<file path="config.mk">
export PLATFORM = sky130hd
export DESIGN_NAME = img_buffer
export DESIGN_NICKNAME = d
export VERILOG_FILES = /design/src/rtl/img_buffer.sv
export SDC_FILE = /design/constraint.sdc
export NUM_CORES = 1
export LEC_CHECK = 0
export ABC_AREA = 1
export BUFFER_PORTS_ARGS = -buffer_cell sky130_fd_sc_hd__buf_2
export CAP_MARGIN = 10
export CORE_AREA = 2 2 359 361
export CTS_CLUSTER_DIAMETER = 200
export CTS_CLUSTER_SIZE = 10
export DETAILED_ROUTE_END_ITERATION = 6
export DIE_AREA = 0 0 361 363
export HOLD_SLACK_MARGIN = 0.06
export RECOVER_POWER = 50
export SYNTH_ARGS = -nofsm -noshare
export SYNTH_HDL_FRONTEND = slang
export SYNTH_SLANG_ARGS = --single-unit
</file>
<file path="constraint.sdc">
create_clock -name clk -period 4.5 [get_ports clk]
set_input_delay 0.45 -clock clk [delete_from_list [all_inputs] [get_ports clk]]
set_output_delay 0.45 -clock clk [all_outputs]
set_load 0.01 [all_outputs]
</file>
<file path="src/rtl/img_buffer.sv">
// Byte-stream image assembler: packs NUM_BYTES pixel bytes MSB-first into img_out.
// Optional sticky drop flag on the `overflow` port when IMG_BUF_OVF_EN is defined.
module img_buffer #(
  parameter int IMG_BITS  = 904,
  parameter int BYTE_W    = 8,
  parameter int NUM_BYTES = IMG_BITS / BYTE_W
) (
  input  logic                clk,
  input  logic                rst_n,
  input  logic [BYTE_W-1:0]   rx_byte,
  input  logic                rx_valid,
  output logic                rx_ready,
  input  logic                buffer_clear,
  output logic [IMG_BITS-1:0] img_out,
  output logic                img_buffer_full,
  output logic [6:0]          byte_count
`ifdef IMG_BUF_OVF_EN
  ,
  output logic                overflow
`endif
);

  localparam logic [1:0] S_EMPTY = 2'd0;
  localparam logic [1:0] S_FILL  = 2'd1;
  localparam logic [1:0] S_FULL  = 2'd2;

  localparam int IDX_W = $clog2(IMG_BITS);
  localparam logic [6:0] LAST_IDX = 7'(NUM_BYTES - 1);

  generate
    if ((IMG_BITS % BYTE_W) != 0) begin : g_bad_width
      $error("img_buffer: IMG_BITS must be a multiple of BYTE_W");
    end
  endgenerate

  logic [1:0]       state;
  logic [IDX_W-1:0] slot_lsb;
  logic             accept;

  // Byte k lands in the slice whose LSB is (NUM_BYTES-1-k)*BYTE_W, so byte 0 is topmost.
  always_comb begin
    slot_lsb = IDX_W'((NUM_BYTES - 1 - int'(byte_count)) * BYTE_W);
    accept   = rx_valid && !buffer_clear && (state != S_FULL);
  end

  always_ff @(posedge clk or negedge rst_n) begin
    if (!rst_n) begin
      state      <= S_EMPTY;
      byte_count <= '0;
      img_out    <= '0;
    end else if (buffer_clear) begin
      state      <= S_EMPTY;
      byte_count <= '0;
      img_out    <= '0;
    end else if (accept) begin
      img_out[slot_lsb +: BYTE_W] <= rx_byte;
      byte_count                  <= byte_count + 7'd1;
      state                       <= (byte_count == LAST_IDX) ? S_FULL : S_FILL;
    end
  end

`ifdef IMG_BUF_OVF_EN
  always_ff @(posedge clk or negedge rst_n) begin
    if (!rst_n) begin
      overflow <= 1'b0;
    end else if (buffer_clear) begin
      overflow <= 1'b0;
    end else if (rx_valid && (state == S_FULL)) begin
      overflow <= 1'b1;
    end
  end
`endif

  assign img_buffer_full = (state == S_FULL);
  assign rx_ready        = (state != S_FULL);

endmodule

</file>
==> run_results.csv <==
group,metric,value,unit
outcome,status,"complete, but fails checks",
outcome,violations,"max-capacitance violations, max-slew violations",
timing,rsz0062_at_grt,"false",
synth,yosys-top-cells-area,"dfrtp_1, nand2_1, nand3_1",
job,drv_cap,2,
detailed_routing,num_vias,36923,
worst_setup_path,path_common_cell,"nand2_1",
global_route,grt_pass1_wl,262000,um
timing,skew,0.03001,ns
synth,ys_top_cells_by_count,"nand2_1, nand3_1, dfrtp_1, o21ai_0, nor2_1",
timing,slew_violations,107,
worst_setup_path,crit_start,"byte_count[1]",
clock_tree,cts_resized,0,
placed_design,hpwl,137000,um
detailed_routing,met2_length,86060,um
power_and_ir_drop,power.leakage,24.61,nW
detailed_routing,detail-route-antenna-nets,0,
worst_setup_path,reg2reg_depth,14,
detailed_routing,drc,0,
synth,synth_nets,4509,
global_route,grt_max_degree,209,
detailed_routing,wl,185600,um
clock_tree,clk-insertion-delay-late,0.74,ns
timing,period_minus_slack,4.089,ns
worst_setup_path,r2r-end,"img_out[348]",
detailed_routing,wl_per_cell,26.38,um
timing,setup_viol,0,
synth,synth-async-reset-ratio,100.0,%
timing,finalSetupTns,0,ns
worst_setup_path,worst-setup-path-type,"reg -> reg",
floorplanning,rows,131,
clock_tree,cts_buffers,101,
global_route,grt_usage,27.60,%
synth,synth_area_per_cell,8.658,um^2
floorplanning,io_pins,925,
worst_setup_path,crit_family,"simple AND/OR/NAND/NOR gates",
detailed_routing,dr_wl_met3,15330,um
timing,worstMarginPinSlew,2.734,ns
detailed_routing,top_layer,"met5",
floorplanning,die_h,363,um
worst_setup_path,slowest_delay,0.53,ns
timing,hold_violations,0,
power_and_ir_drop,p_per_area,410.2,nW/um^2
worst_setup_path,crit_arrival,4.67,ns
power_and_ir_drop,p_total,19.43,mW
clock_tree,cts.sinks,913,
worst_setup_path,worstPathMaxFanout,20,
worst_setup_path,r2r_slack,0.41,ns
worst_setup_path,critPathLaunchType,"flop",
placed_design,gp_congestion,0.9440,
cells_and_area,drive_above_1_share,14.85,%
clock_tree,htree_levels,3,
worst_setup_path,cp.required,5.08,ns
placed_design,numPortBuffers,924,
timing,max_freq,244.6,MHz
clock_tree,path_clk_slew,0.08,ns
synth,ys_seq_area_share,58.74,%
synth,yosysMostFrequentCell,"nand2_1",
global_route,grt_pass1_vias,35248,
floorplanning,die-area,131000,um^2
worst_setup_path,cpMaxStageDelayCell,"nor2_4",
global_route,grt-ovfl-total,0,
worst_setup_path,end_kind,"flop",
synth,synth_largest_area_cell,"dfrtp_1",
floorplanning,core_area,127000,um^2
floorplanning,die_x,361,um
synth,syn-cell-area,38890,um^2
detailed_routing,viasPerCell,5.247,
timing,maxSlewHeadroom,-82.27,%
synth,synth-main-ff-cell,"dfrtp_1",
worst_setup_path,rr_startpoint,"byte_count[1]",
clock_tree,cts.path.max_buffers,3,
cells_and_area,nNetsFinal,5380,
floorplanning,start_util,30.62,%
power_and_ir_drop,max-vdd-ir-drop,0.0003556,V
worst_setup_path,worstSetupPathDepth,14,
synth,synthCells,4492,
worst_setup_path,path_cells,"inv_1, ha_1, nand2_1, nor2_1, nand2_1, nand2_1, nor2_2, nand3_2, nand3_4, nor2_4, buf_4, nand2_1, nand3_1, o21ai_0",
synth,synth_top_area_share,58.74,%
synth,ys_types,35,
synth,yosys_warnings,0,
worst_setup_path,endpoint,"img_out[348]",
detailed_routing,met1Wirelength,73500,um
detailed_routing,drtIter0Drc,4093,
clock_tree,clock-root-buffer,"clkbuf_16",
detailed_routing,first_pass_iters,7,
worst_hold_path,holdCritPathClass,"in -> reg",
timing,timing.final.crit_share,90.87,%
clock_tree,cts_tree,"yes",
synth,synth-seq-cells,913,
worst_setup_path,cp_num_buf_inv,2,
global_route,antenna_found_initial,14,
cells_and_area,syn_to_final_growth,21.75,%
synth,synth_edf_count,0,
## stage by stage
step / instance area [um^2] / hold slack (ns) / setup WS [ns] / cells / util [%]
2_1_floorplan: 38890 / 0.1544 / 1.778 / 4492 / -
3_3_place_gp: 45340 / 0.4496 / 0.6130 / 6921 / 35.70
3_5_place_dp: 45340 / 0.4527 / 0.4617 / 6921 / 35.70
4_1_cts: 48010 / 0.07163 / 0.3952 / 7030 / 37.79
5_1_grt: 47340 / 0.1410 / 0.05735 / 7032 / 37.27
6_report: 47350 / 0.1544 / 0.4109 / 7037 / 37.28
## flip-flops by register name (all words and copies together) (netlist names)
register    flops
img_out       904
byte_count      7
state           2
## routing by layer
| metal | vias to the layer above | track usage (%) |
|---|---|---|
| met3 | 391 | 7.397 |
| met2 | 1695 | 44.04 |
| li1 | 16542 | - |
| met1 | 18289 | 34.29 |
| met4 | 6 | 14.45 |
| met5 | - | 0 |
## final cells by class
class,count,area (um^2)
fill,13397,79680
sequential,913,22850
multi-input combinational,3200,14470
timing repair buffer,1005,4733
clock buffer,104,2603
tap,1662,2079
inverter,142,548.0
clock inverter,4,53.80
antenna,7,17.52
## report_power, final
part,internal [mW],switching [mW],leakage [nW]
combinational,0.535,3.22,10.5
clock,4.04,3.34,1.31
sequential,8.26,0.0257,12.8
## how the worst min path moves through the flow
stage / start / depth (start not counted) / end / slack, ns
after floorplan: rst_n / 0 / byte_count[0] / 0.15
after global placement: img_out[600] / 2 / img_out[600] / 0.45
after detailed placement: img_out[71] / 2 / img_out[71] / 0.45
after CTS: buffer_clear / 4 / byte_count[2] / 0.07
after global routing: buffer_clear / 4 / byte_count[2] / 0.14
final: buffer_clear / 4 / byte_count[2] / 0.15
## timing repair
action	4_1_cts	5_1_grt
hold buffers	1	0
endpoints found under the hold margin	60	0
buffers inserted	0	0
## cell families (layout without fill, tap and decap cells)
| kind of cell | after synthesis | count (layout) | synth area share (%) |
|---|---|---|---|
| DFF | 913 | 913 | 58.74 |
| buffers and inverters | 379 | 1255 | 4.137 |
| AOI/OAI and AO/OA | 319 | 319 | 4.131 |
| other | 0 | 7 | 0 |
| and+or+nand+nor | 2876 | 2876 | 32.83 |
| adders and majority gates | 5 | 5 | 0.1608 |
## placed cells by master (no fill, tap or decap), types with 29 or more instances in the layout
| master | instances |
|---|---|
| nand2_1 | 1448 |
| buf_4 | 52 |
| clkbuf_1 | 467 |
| nor2_1 | 201 |
| dfrtp_1 | 913 |
| nor2_2 | 41 |
| inv_1 | 115 |
| nand2_2 | 29 |
| clkbuf_16 | 104 |
| o21ai_1 | 90 |
| nor3_1 | 128 |
| nand3_1 | 954 |
| o21ai_0 | 220 |
| buf_2 | 467 |
## worst reg2reg max path, delay by kind of cell, from the launching register on
family / cells / cell delay [ns]
simple gates: 10 / 2.56
buf+inv: 2 / 0.60
flops: 1 / 0.43
fa+ha+maj: 1 / 0.22
compound gates: 1 / 0.11
Note: power is estimated with default switching activity, not from simulation.
